File: config.mk
export PLATFORM = sky130hd
export DESIGN_NAME = turf_event_readout_ctrl
export DESIGN_NICKNAME = d
export VERILOG_FILES = /design/src/rtl/turf_readout_pkg.sv /design/src/rtl/turf_axis_skid64.sv /design/src/rtl/turf_event_readout_ctrl.sv
export SDC_FILE = /design/constraint.sdc
export NUM_CORES = 1
export LEC_CHECK = 0
export BUFFER_PORTS_ARGS = -buffer_cell sky130_fd_sc_hd__buf_2
export CORE_AREA = 4 4 157 159
export CTS_BUF_LIST = sky130_fd_sc_hd__clkbuf_16
export CTS_CLUSTER_SIZE = 16
export DETAILED_ROUTE_END_ITERATION = 10
export DIE_AREA = 0 0 161 163
export PLACE_DENSITY = 0.71
export SLEW_MARGIN = 20
export SYNTH_ARGS = -nofsm -noshare
export SYNTH_HDL_FRONTEND = slang
export SYNTH_SLANG_ARGS = --single-unit
File: constraint.sdc
create_clock -name memclk -period 6.3 [get_ports memclk]
set_input_delay 0.315 -clock memclk [delete_from_list [all_inputs] [get_ports memclk]]
set_output_delay 0.315 -clock memclk [all_outputs]
set_load 0.01 [all_outputs]
File: src/rtl/turf_readout_pkg.sv
// Shared types and helpers for the TURF event readout sequencer.
package turf_readout_pkg;

    typedef enum logic [1:0] {
        IDLE   = 2'd0,
        HEADER = 2'd1,
        TIO    = 2'd2
    } rd_state_e;

    localparam int          HDR_QWORDS_DEF = 16;
    localparam int          NUM_TIO_DEF    = 4;
    localparam logic [15:0] TIMEOUT_MARKER = 16'hDEAD;

    // Masks are widened to MAX_TIO (padding bits excluded) so one helper serves any NUM_TIO.
    localparam int MAX_TIO   = 16;
    localparam int MAX_TIO_W = 4;

    typedef struct packed {
        logic                 none;
        logic [MAX_TIO_W-1:0] idx;
    } tio_pick_t;

    // Lowest index >= start whose mask bit is 0; none=1 if no such index exists.
    function automatic tio_pick_t next_unmasked(input logic [MAX_TIO-1:0] mask, input int start);
        tio_pick_t r;
        r.none = 1'b1;
        r.idx  = '0;
        for (int i = MAX_TIO - 1; i >= 0; i--) begin
            if ((i >= start) && !mask[i]) begin
                r.none = 1'b0;
                r.idx  = MAX_TIO_W'(i);
            end
        end
        return r;
    endfunction

endpackage

File: src/rtl/turf_axis_skid64.sv
// Two-entry AXI4-Stream output register: one-cycle latency, full throughput,
// upstream ready is registered so it never depends combinationally on downstream ready.
module turf_axis_skid64 #(
    parameter int DATA_WIDTH = 64
) (
    input  logic                  clk,
    input  logic                  rst_n,
    input  logic [DATA_WIDTH-1:0] in_data,
    input  logic                  in_last,
    input  logic                  in_valid,
    output logic                  in_ready,
    output logic [DATA_WIDTH-1:0] out_data,
    output logic                  out_last,
    output logic                  out_valid,
    input  logic                  out_ready
);

    logic [1:0]            cnt_q, cnt_d;
    logic [DATA_WIDTH-1:0] d0_q, d0_d, d1_q, d1_d;
    logic                  l0_q, l0_d, l1_q, l1_d;
    logic                  rdy_q, rdy_d;
    logic                  push, pop;

    always_ff @(posedge clk or negedge rst_n) begin
        if (!rst_n) begin
            cnt_q <= '0;
            d0_q  <= '0;
            d1_q  <= '0;
            l0_q  <= 1'b0;
            l1_q  <= 1'b0;
            rdy_q <= 1'b0;
        end else begin
            cnt_q <= cnt_d;
            d0_q  <= d0_d;
            d1_q  <= d1_d;
            l0_q  <= l0_d;
            l1_q  <= l1_d;
            rdy_q <= rdy_d;
        end
    end

    always_comb begin
        push  = in_valid & rdy_q;
        pop   = (cnt_q != 2'd0) & out_ready;
        cnt_d = cnt_q;
        d0_d  = d0_q;
        d1_d  = d1_q;
        l0_d  = l0_q;
        l1_d  = l1_q;
        case (cnt_q)
            2'd0: begin
                if (push) begin
                    d0_d  = in_data;
                    l0_d  = in_last;
                    cnt_d = 2'd1;
                end
            end
            2'd1: begin
                if (push && pop) begin
                    d0_d = in_data;
                    l0_d = in_last;
                end else if (push) begin
                    d1_d  = in_data;
                    l1_d  = in_last;
                    cnt_d = 2'd2;
                end else if (pop) begin
                    cnt_d = 2'd0;
                end
            end
            default: begin
                if (pop) begin
                    d0_d  = d1_q;
                    l0_d  = l1_q;
                    cnt_d = 2'd1;
                end
            end
        endcase
        // Held as a flop so ready reads 0 while reset is asserted.
        rdy_d = (cnt_d != 2'd2);
    end

    assign in_ready  = rdy_q;
    assign out_data  = d0_q;
    assign out_last  = l0_q;
    assign out_valid = (cnt_q != 2'd0);

endmodule

File: src/rtl/turf_event_readout_ctrl.sv
// Event readout sequencer: TURF header, then each enabled TURFIO fragment, as one AXI4-Stream event.
// Optional stall timeout with marker injection: define TURF_READOUT_TIMEOUT_EN.
//
// state  | meaning
// IDLE   | waiting for first header qword; mask latched when it is accepted
// HEADER | forwarding remaining header qwords
// TIO    | draining TURFIO stream sel_q until its tlast (or timeout)
module turf_event_readout_ctrl
    import turf_readout_pkg::*;
#(
    parameter int NUM_TIO    = NUM_TIO_DEF,
    parameter int HDR_QWORDS = HDR_QWORDS_DEF,
    parameter int DATA_WIDTH = 64
`ifdef TURF_READOUT_TIMEOUT_EN
    ,
    parameter int TIMEOUT_BITS = 16
`endif
) (
    input  logic                          memclk,
    input  logic                          memresetn,
    input  logic [DATA_WIDTH-1:0]         s_thdr_tdata,
    input  logic                          s_thdr_tvalid,
    output logic                          s_thdr_tready,
    input  logic [NUM_TIO*DATA_WIDTH-1:0] s_tio_tdata,
    input  logic [NUM_TIO-1:0]            s_tio_tvalid,
    input  logic [NUM_TIO-1:0]            s_tio_tlast,
    output logic [NUM_TIO-1:0]            s_tio_tready,
    input  logic [NUM_TIO-1:0]            tio_mask_i,
    output logic [DATA_WIDTH-1:0]         m_ev_tdata,
    output logic                          m_ev_tvalid,
    output logic                          m_ev_tlast,
    input  logic                          m_ev_tready,
    output logic                          event_done_o,
    output logic                          busy_o
`ifdef TURF_READOUT_TIMEOUT_EN
    ,
    input  logic [TIMEOUT_BITS-1:0]       timeout_i,
    output logic [NUM_TIO-1:0]            tio_timeout_o
`endif
);

    localparam int SEL_W     = (NUM_TIO > 1) ? $clog2(NUM_TIO) : 1;
    localparam int HDR_CNT_W = $clog2(HDR_QWORDS + 1);

    rd_state_e              state_q, state_d;
    logic [HDR_CNT_W-1:0]   hdr_cnt_q, hdr_cnt_d;
    logic [NUM_TIO-1:0]     mask_q, mask_d;
    logic [SEL_W-1:0]       sel_q, sel_d;
    logic [1:0]             inflight_q, inflight_d;
    logic                   done_q, done_d;

    logic [MAX_TIO-1:0]     mask_ext_in, mask_ext_q;
    tio_pick_t              first_sel, adv_sel;
    logic                   hdr_last_beat;

    logic [DATA_WIDTH-1:0]  sk_data;
    logic                   sk_last, sk_valid, sk_ready;
    logic                   hdr_push, tio_push, tmo_fire, seg_end, ev_hs;

`ifdef TURF_READOUT_TIMEOUT_EN
    logic [TIMEOUT_BITS-1:0] tmo_cnt_q, tmo_cnt_d;
    logic [NUM_TIO-1:0]      tio_timeout_q, tio_timeout_d;
    logic                    tmo_hit;

    assign tmo_hit       = (timeout_i != '0) && (tmo_cnt_q == timeout_i);
    assign tio_timeout_o = tio_timeout_q;
`endif

    always_comb begin
        mask_ext_in              = '1;
        mask_ext_in[NUM_TIO-1:0] = tio_mask_i;
        mask_ext_q               = '1;
        mask_ext_q[NUM_TIO-1:0]  = mask_q;
    end

    // In IDLE the header beat being accepted is the one that latches the mask.
    assign first_sel     = next_unmasked((state_q == IDLE) ? mask_ext_in : mask_ext_q, 0);
    assign adv_sel       = next_unmasked(mask_ext_q, int'(sel_q) + 1);
    assign hdr_last_beat = (hdr_cnt_q == HDR_CNT_W'(HDR_QWORDS - 1));

    always_ff @(posedge memclk or negedge memresetn) begin
        if (!memresetn) begin
            state_q    <= IDLE;
            hdr_cnt_q  <= '0;
            mask_q     <= '0;
            sel_q      <= '0;
            inflight_q <= '0;
            done_q     <= 1'b0;
`ifdef TURF_READOUT_TIMEOUT_EN
            tmo_cnt_q     <= '0;
            tio_timeout_q <= '0;
`endif
        end else begin
            state_q    <= state_d;
            hdr_cnt_q  <= hdr_cnt_d;
            mask_q     <= mask_d;
            sel_q      <= sel_d;
            inflight_q <= inflight_d;
            done_q     <= done_d;
`ifdef TURF_READOUT_TIMEOUT_EN
            tmo_cnt_q     <= tmo_cnt_d;
            tio_timeout_q <= tio_timeout_d;
`endif
        end
    end

    always_comb begin
        state_d   = state_q;
        hdr_cnt_d = hdr_cnt_q;
        mask_d    = mask_q;
        sel_d     = sel_q;
        case (state_q)
            IDLE, HEADER: begin
                if (hdr_push) begin
                    if (state_q == IDLE) begin
                        mask_d = tio_mask_i;
                    end
                    hdr_cnt_d = hdr_cnt_q + HDR_CNT_W'(1);
                    if (!hdr_last_beat) begin
                        state_d = HEADER;
                    end else if (first_sel.none) begin
                        state_d   = IDLE;
                        hdr_cnt_d = '0;
                    end else begin
                        state_d = TIO;
                        sel_d   = SEL_W'(first_sel.idx);
                    end
                end
            end
            TIO: begin
                if (seg_end) begin
                    if (adv_sel.none) begin
                        state_d   = IDLE;
                        hdr_cnt_d = '0;
                    end else begin
                        sel_d = SEL_W'(adv_sel.idx);
                    end
                end
            end
            default: begin
                state_d   = IDLE;
                hdr_cnt_d = '0;
            end
        endcase

        ev_hs      = m_ev_tvalid & m_ev_tready & m_ev_tlast;
        done_d     = ev_hs;
        inflight_d = inflight_q + 2'((state_q == IDLE) & hdr_push) - 2'(ev_hs);

`ifdef TURF_READOUT_TIMEOUT_EN
        tmo_cnt_d     = '0;
        tio_timeout_d = tio_timeout_q;
        if (state_q == TIO) begin
            if (tio_push || tmo_fire) begin
                tmo_cnt_d = '0;
            end else if (!s_tio_tvalid[sel_q] && !tmo_hit) begin
                tmo_cnt_d = tmo_cnt_q + TIMEOUT_BITS'(1);
            end else begin
                tmo_cnt_d = tmo_cnt_q;
            end
        end
        if (tmo_fire) begin
            tio_timeout_d[sel_q] = 1'b1;
        end
`endif
    end

    always_comb begin
        s_thdr_tready = 1'b0;
        s_tio_tready  = '0;
        sk_valid      = 1'b0;
        sk_data       = s_thdr_tdata;
        sk_last       = 1'b0;
        hdr_push      = 1'b0;
        tio_push      = 1'b0;
        tmo_fire      = 1'b0;
        case (state_q)
            IDLE, HEADER: begin
                s_thdr_tready = sk_ready;
                sk_valid      = s_thdr_tvalid;
                sk_last       = hdr_last_beat & first_sel.none;
                hdr_push      = s_thdr_tvalid & sk_ready;
            end
            TIO: begin
`ifdef TURF_READOUT_TIMEOUT_EN
                if (tmo_hit) begin
                    sk_valid = 1'b1;
                    sk_data  = {TIMEOUT_MARKER, 8'(sel_q), 40'h0};
                    sk_last  = adv_sel.none;
                    tmo_fire = sk_ready;
                end else begin
                    s_tio_tready[sel_q] = sk_ready;
                    sk_valid            = s_tio_tvalid[sel_q];
                    sk_data             = s_tio_tdata[sel_q*DATA_WIDTH +: DATA_WIDTH];
                    sk_last             = s_tio_tlast[sel_q] & adv_sel.none;
                    tio_push            = s_tio_tvalid[sel_q] & sk_ready;
                end
`else
                s_tio_tready[sel_q] = sk_ready;
                sk_valid            = s_tio_tvalid[sel_q];
                sk_data             = s_tio_tdata[sel_q*DATA_WIDTH +: DATA_WIDTH];
                sk_last             = s_tio_tlast[sel_q] & adv_sel.none;
                tio_push            = s_tio_tvalid[sel_q] & sk_ready;
`endif
            end
            default: ;
        endcase
        // Fragment tlasts are consumed here; only the final one reaches the event stream.
        seg_end = (tio_push & s_tio_tlast[sel_q]) | tmo_fire;
    end

    turf_axis_skid64 #(
        .DATA_WIDTH (DATA_WIDTH)
    ) u_out_skid (
        .clk       (memclk),
        .rst_n     (memresetn),
        .in_data   (sk_data),
        .in_last   (sk_last),
        .in_valid  (sk_valid),
        .in_ready  (sk_ready),
        .out_data  (m_ev_tdata),
        .out_last  (m_ev_tlast),
        .out_valid (m_ev_tvalid),
        .out_ready (m_ev_tready)
    );

    assign event_done_o = done_q;
    assign busy_o       = (inflight_q != 2'd0);

endmodule

==> results by group <==
Outcome
  • Status: complete, no violations

Worst setup path
  • Worst path slowest cell: dfrtp_4
  • CP startpoint: sel_q[0]
  • R2R depth: 6
  • FF-to-FF End: u_out_skid.out_data[7]
  • Slowest cell delay on critical path: 0.87 ns
  • Required @ worst endpoint: 6.59 ns
  • Worst r2r src: sel_q[0]
  • Crit path to: u_out_skid.out_data[7]
  • Worst Setup Start Kind: flop
  • CP Max Fanout: 38
  • CP Cell Sequence: mux4_2 > a31o_4 > o22ai_4 > buf_16 > buf_4 > mux2_2
  • R2r setup slk: 2.71 ns
  • Critical path arrival: 3.88 ns
  • WS Path Type: reg2reg
  • Crit path capture type: flop

Power
  • Sequential share of power: 0.378
  • Static Leakage: 5.26 nW
  • Switch Pwr: 1.75 mW
  • Clk pwr share: 0.209
  • Pwr dens: 415 nW/um^2
  • Tot Pwr: 4.80 mW
  • Internal Power: 3.04 mW
  • Max VDD drop: 0.000545 V
  • Combinational share of power: 0.413
  • Sw Share: 0.365

Clock tree
  • CTS tree: built
  • Clock slew at reported path FFs: 0.07 ns
  • Clock sinks: 149
  • Clk root buf: clkbuf_16
  • Clock latency on the worst-skew pair: 0.41 ns
  • H-tree levels: 4
  • Post-CTS setup buffers: 0
  • Clock Path Buffers: 2
  • Total CTS buffers: 17

Yosys
  • Syn Inst Count: 780
  • Mapped Nets: 1119
  • Ys flop type: dfrtp_1
  • Area leader, netlist: dfrtp_1
  • Ys Warns: 0
  • Mapped Area: 8720 um^2
  • Ranking of synthesized cells by area: dfrtp_1 43%, mux4_2 17%, o21ai_0 7.9%, mux2i_1 7.8%, mux2_1 6.5%
  • Number of flops mapped to enable cells by yosys: 0
  • Yosys top cell area share: 0.427
  • Register area share after synthesis: 0.427
  • Yosys cell types: 41
  • Synth async-reset ratio: 1.00
  • Flops & latches, synth: 149
  • Syn avg cell area: 11.2 um^2
  • Top cells by count, synth: 149 x dfrtp_1, 149 x nand2_1, 138 x o21ai_0

Detailed routing
  • Via count: 7527
  • WL/cell: 17.1 um
  • DRC: 0
  • Final WL: 25.4 mm
  • Drt initial violations: 360
  • Antenna Violating Nets Remaining: 0
  • 1st-pass router iterations: 7
  • Vias per inst: 5.06

GRT
  • Antenna violations before repair: 2
  • First-pass GRT wire length: 40.0 mm
  • Largest net degree at the start of global routing: 86
  • Grt ovf: 0
  • GRT Util Overall: 0.189
  • Vias in the first global route: 7863

Timing
  • Final Skew: 0.00871 ns
  • Fin. Hold Viols: 0
  • Crit share post-route: 0.570
  • Fin. max-slew vios: 0
  • Slew headroom: 0.454
  • RSZ-0062 raised after global routing: false
  • Final setup TNS: 0 ns
  • Least-Margin Pin Slew: 0.818 ns
  • Final setup fails: 0
  • Fin crit period: 3.59 ns
  • FMAX: 279 MHz

Finish
  • Finished Layout Cells: 1488
  • Nets: 1494
  • Finished Core Util: 0.497
  • Synth-to-layout area growth: 32.4%
  • Fraction of layout cells with a size suffix above 1: 0.463

Hold path
  • HP Start: tio_mask_i[3]
  • HP Class: in2reg
  • Hold-critical path depth: 3

Floorplanning
  • Die height: 163 um
  • IO Pins: 409
  • Full die area: 26200 um^2
  • Initial core utilization: 0.375
  • Row cnt: 56
  • Core ar.: 23300 um^2
  • Die width: 161 um

Job
  • Max-Cap Viols: 0

Place
  • Dpl cells: 1454
  • Placer congestion estimate: 0.831
  • Hpwl dp: 19.6 mm
  • IO buf count: 408
cell type report:
type,instances,area (um^2)
fill,2202,11700
multi-input combinational,562,4660
sequential,149,3740
timing repair buffer,418,2150
clock buffer,17,425
tap,319,399
clock inverter,15,158
inverter,7,26.3
antenna,1,2.50
placed cells by master, fill, tap and decap left out, drive strengths merged, types with 8 or more instances in the layout:
cell type	count
mux4	65
dfrtp	149
nand2	149
clkbuf	17
nor3	8
o21ai	138
buf	417
mux2	67
inv	13
mux2i	68
nor2	13
a21oi	10
power groups by stage:
stage	sequential, mW	clock (mW)	combinational (mW)
after floorplan	1.73	0	1.46
after global placement	1.81	0	1.94
after detailed placement	1.84	0	2.02
after CTS	1.82	1.03	2.03
after global routing	1.90	1.08	2.20
final	1.81	1.00	1.98
worst min path at each step:
stage	slack, ns	to
floorplan	0.02	event_done_o
global placement	0.43	u_out_skid.out_data[38]
detailed placement	0.43	u_out_skid.out_data[28]
CTS	0.11	mask_q[3]
global route	0.11	mask_q[3]
finish	0.13	mask_q[3]
state kept, by name, indices dropped and copies added, names as in the netlist:
signal,count
state_q,2
u_out_skid.in_ready,1
u_out_skid.d1_q,64
mask_q,4
inflight_q,2
event_done_o,1
u_out_skid.l1_q,1
u_out_skid.out_data,64
sel_q,2
u_out_skid.out_last,1
hdr_cnt_q,5
u_out_skid.cnt_q,2
stage by stage:
| stage | hold WS, ns | cell area [um^2] | worst slack (ns) |
|---|---|---|---|
| global route | 0.111 | 11600 | 2.47 |
| CTS | 0.106 | 11600 | 2.61 |
| detailed placement | 0.433 | 11000 | 2.61 |
| global placement | 0.426 | 10900 | 2.44 |
| finish | 0.134 | 11600 | 2.71 |
| floorplan | 0.0194 | 8720 | 4.14 |
logic make-up (layout without fill, tap and decap cells):
group / Yosys count / after routing / share of synthesized area
fa+ha+maj: 3 / 3 / 0.00430
buf+inv: 69 / 457 / 0.0410
xor+xnor: 3 / 3 / 0.00301
compound gates: 163 / 163 / 0.101
simple gates: 193 / 193 / 0.0911
mux: 200 / 200 / 0.332
other cells: 0 / 1 / 0
flops: 149 / 149 / 0.427
worst max-delay path, delay by kind of cell, from the launching register on:
family | cells | cell delay, ns
buffers and inverters | 2 | 0.70
multiplexers | 2 | 1.05
AO/OA/AOI/OAI | 2 | 0.84
flip-flops | 1 | 0.87
routing by layer:
metal | global-route usage | vias to the layer above | wire (um)
met5 | 0 | - | 0
li1 | - | 3601 | -
met4 | 0.0500 | 0 | 350
met2 | 0.339 | 295 | 13000
met3 | 0.0481 | 24 | 1630
met1 | 0.228 | 3607 | 10400
repair_timing:
| action | CTS | global route |
|---|---|---|
| hold buffers | 1 | 0 |
| hold endpoints to repair | 20 | 0 |
| gates resized for setup | 0 | 0 |
Note: power is estimated with default switching activity, not from simulation.
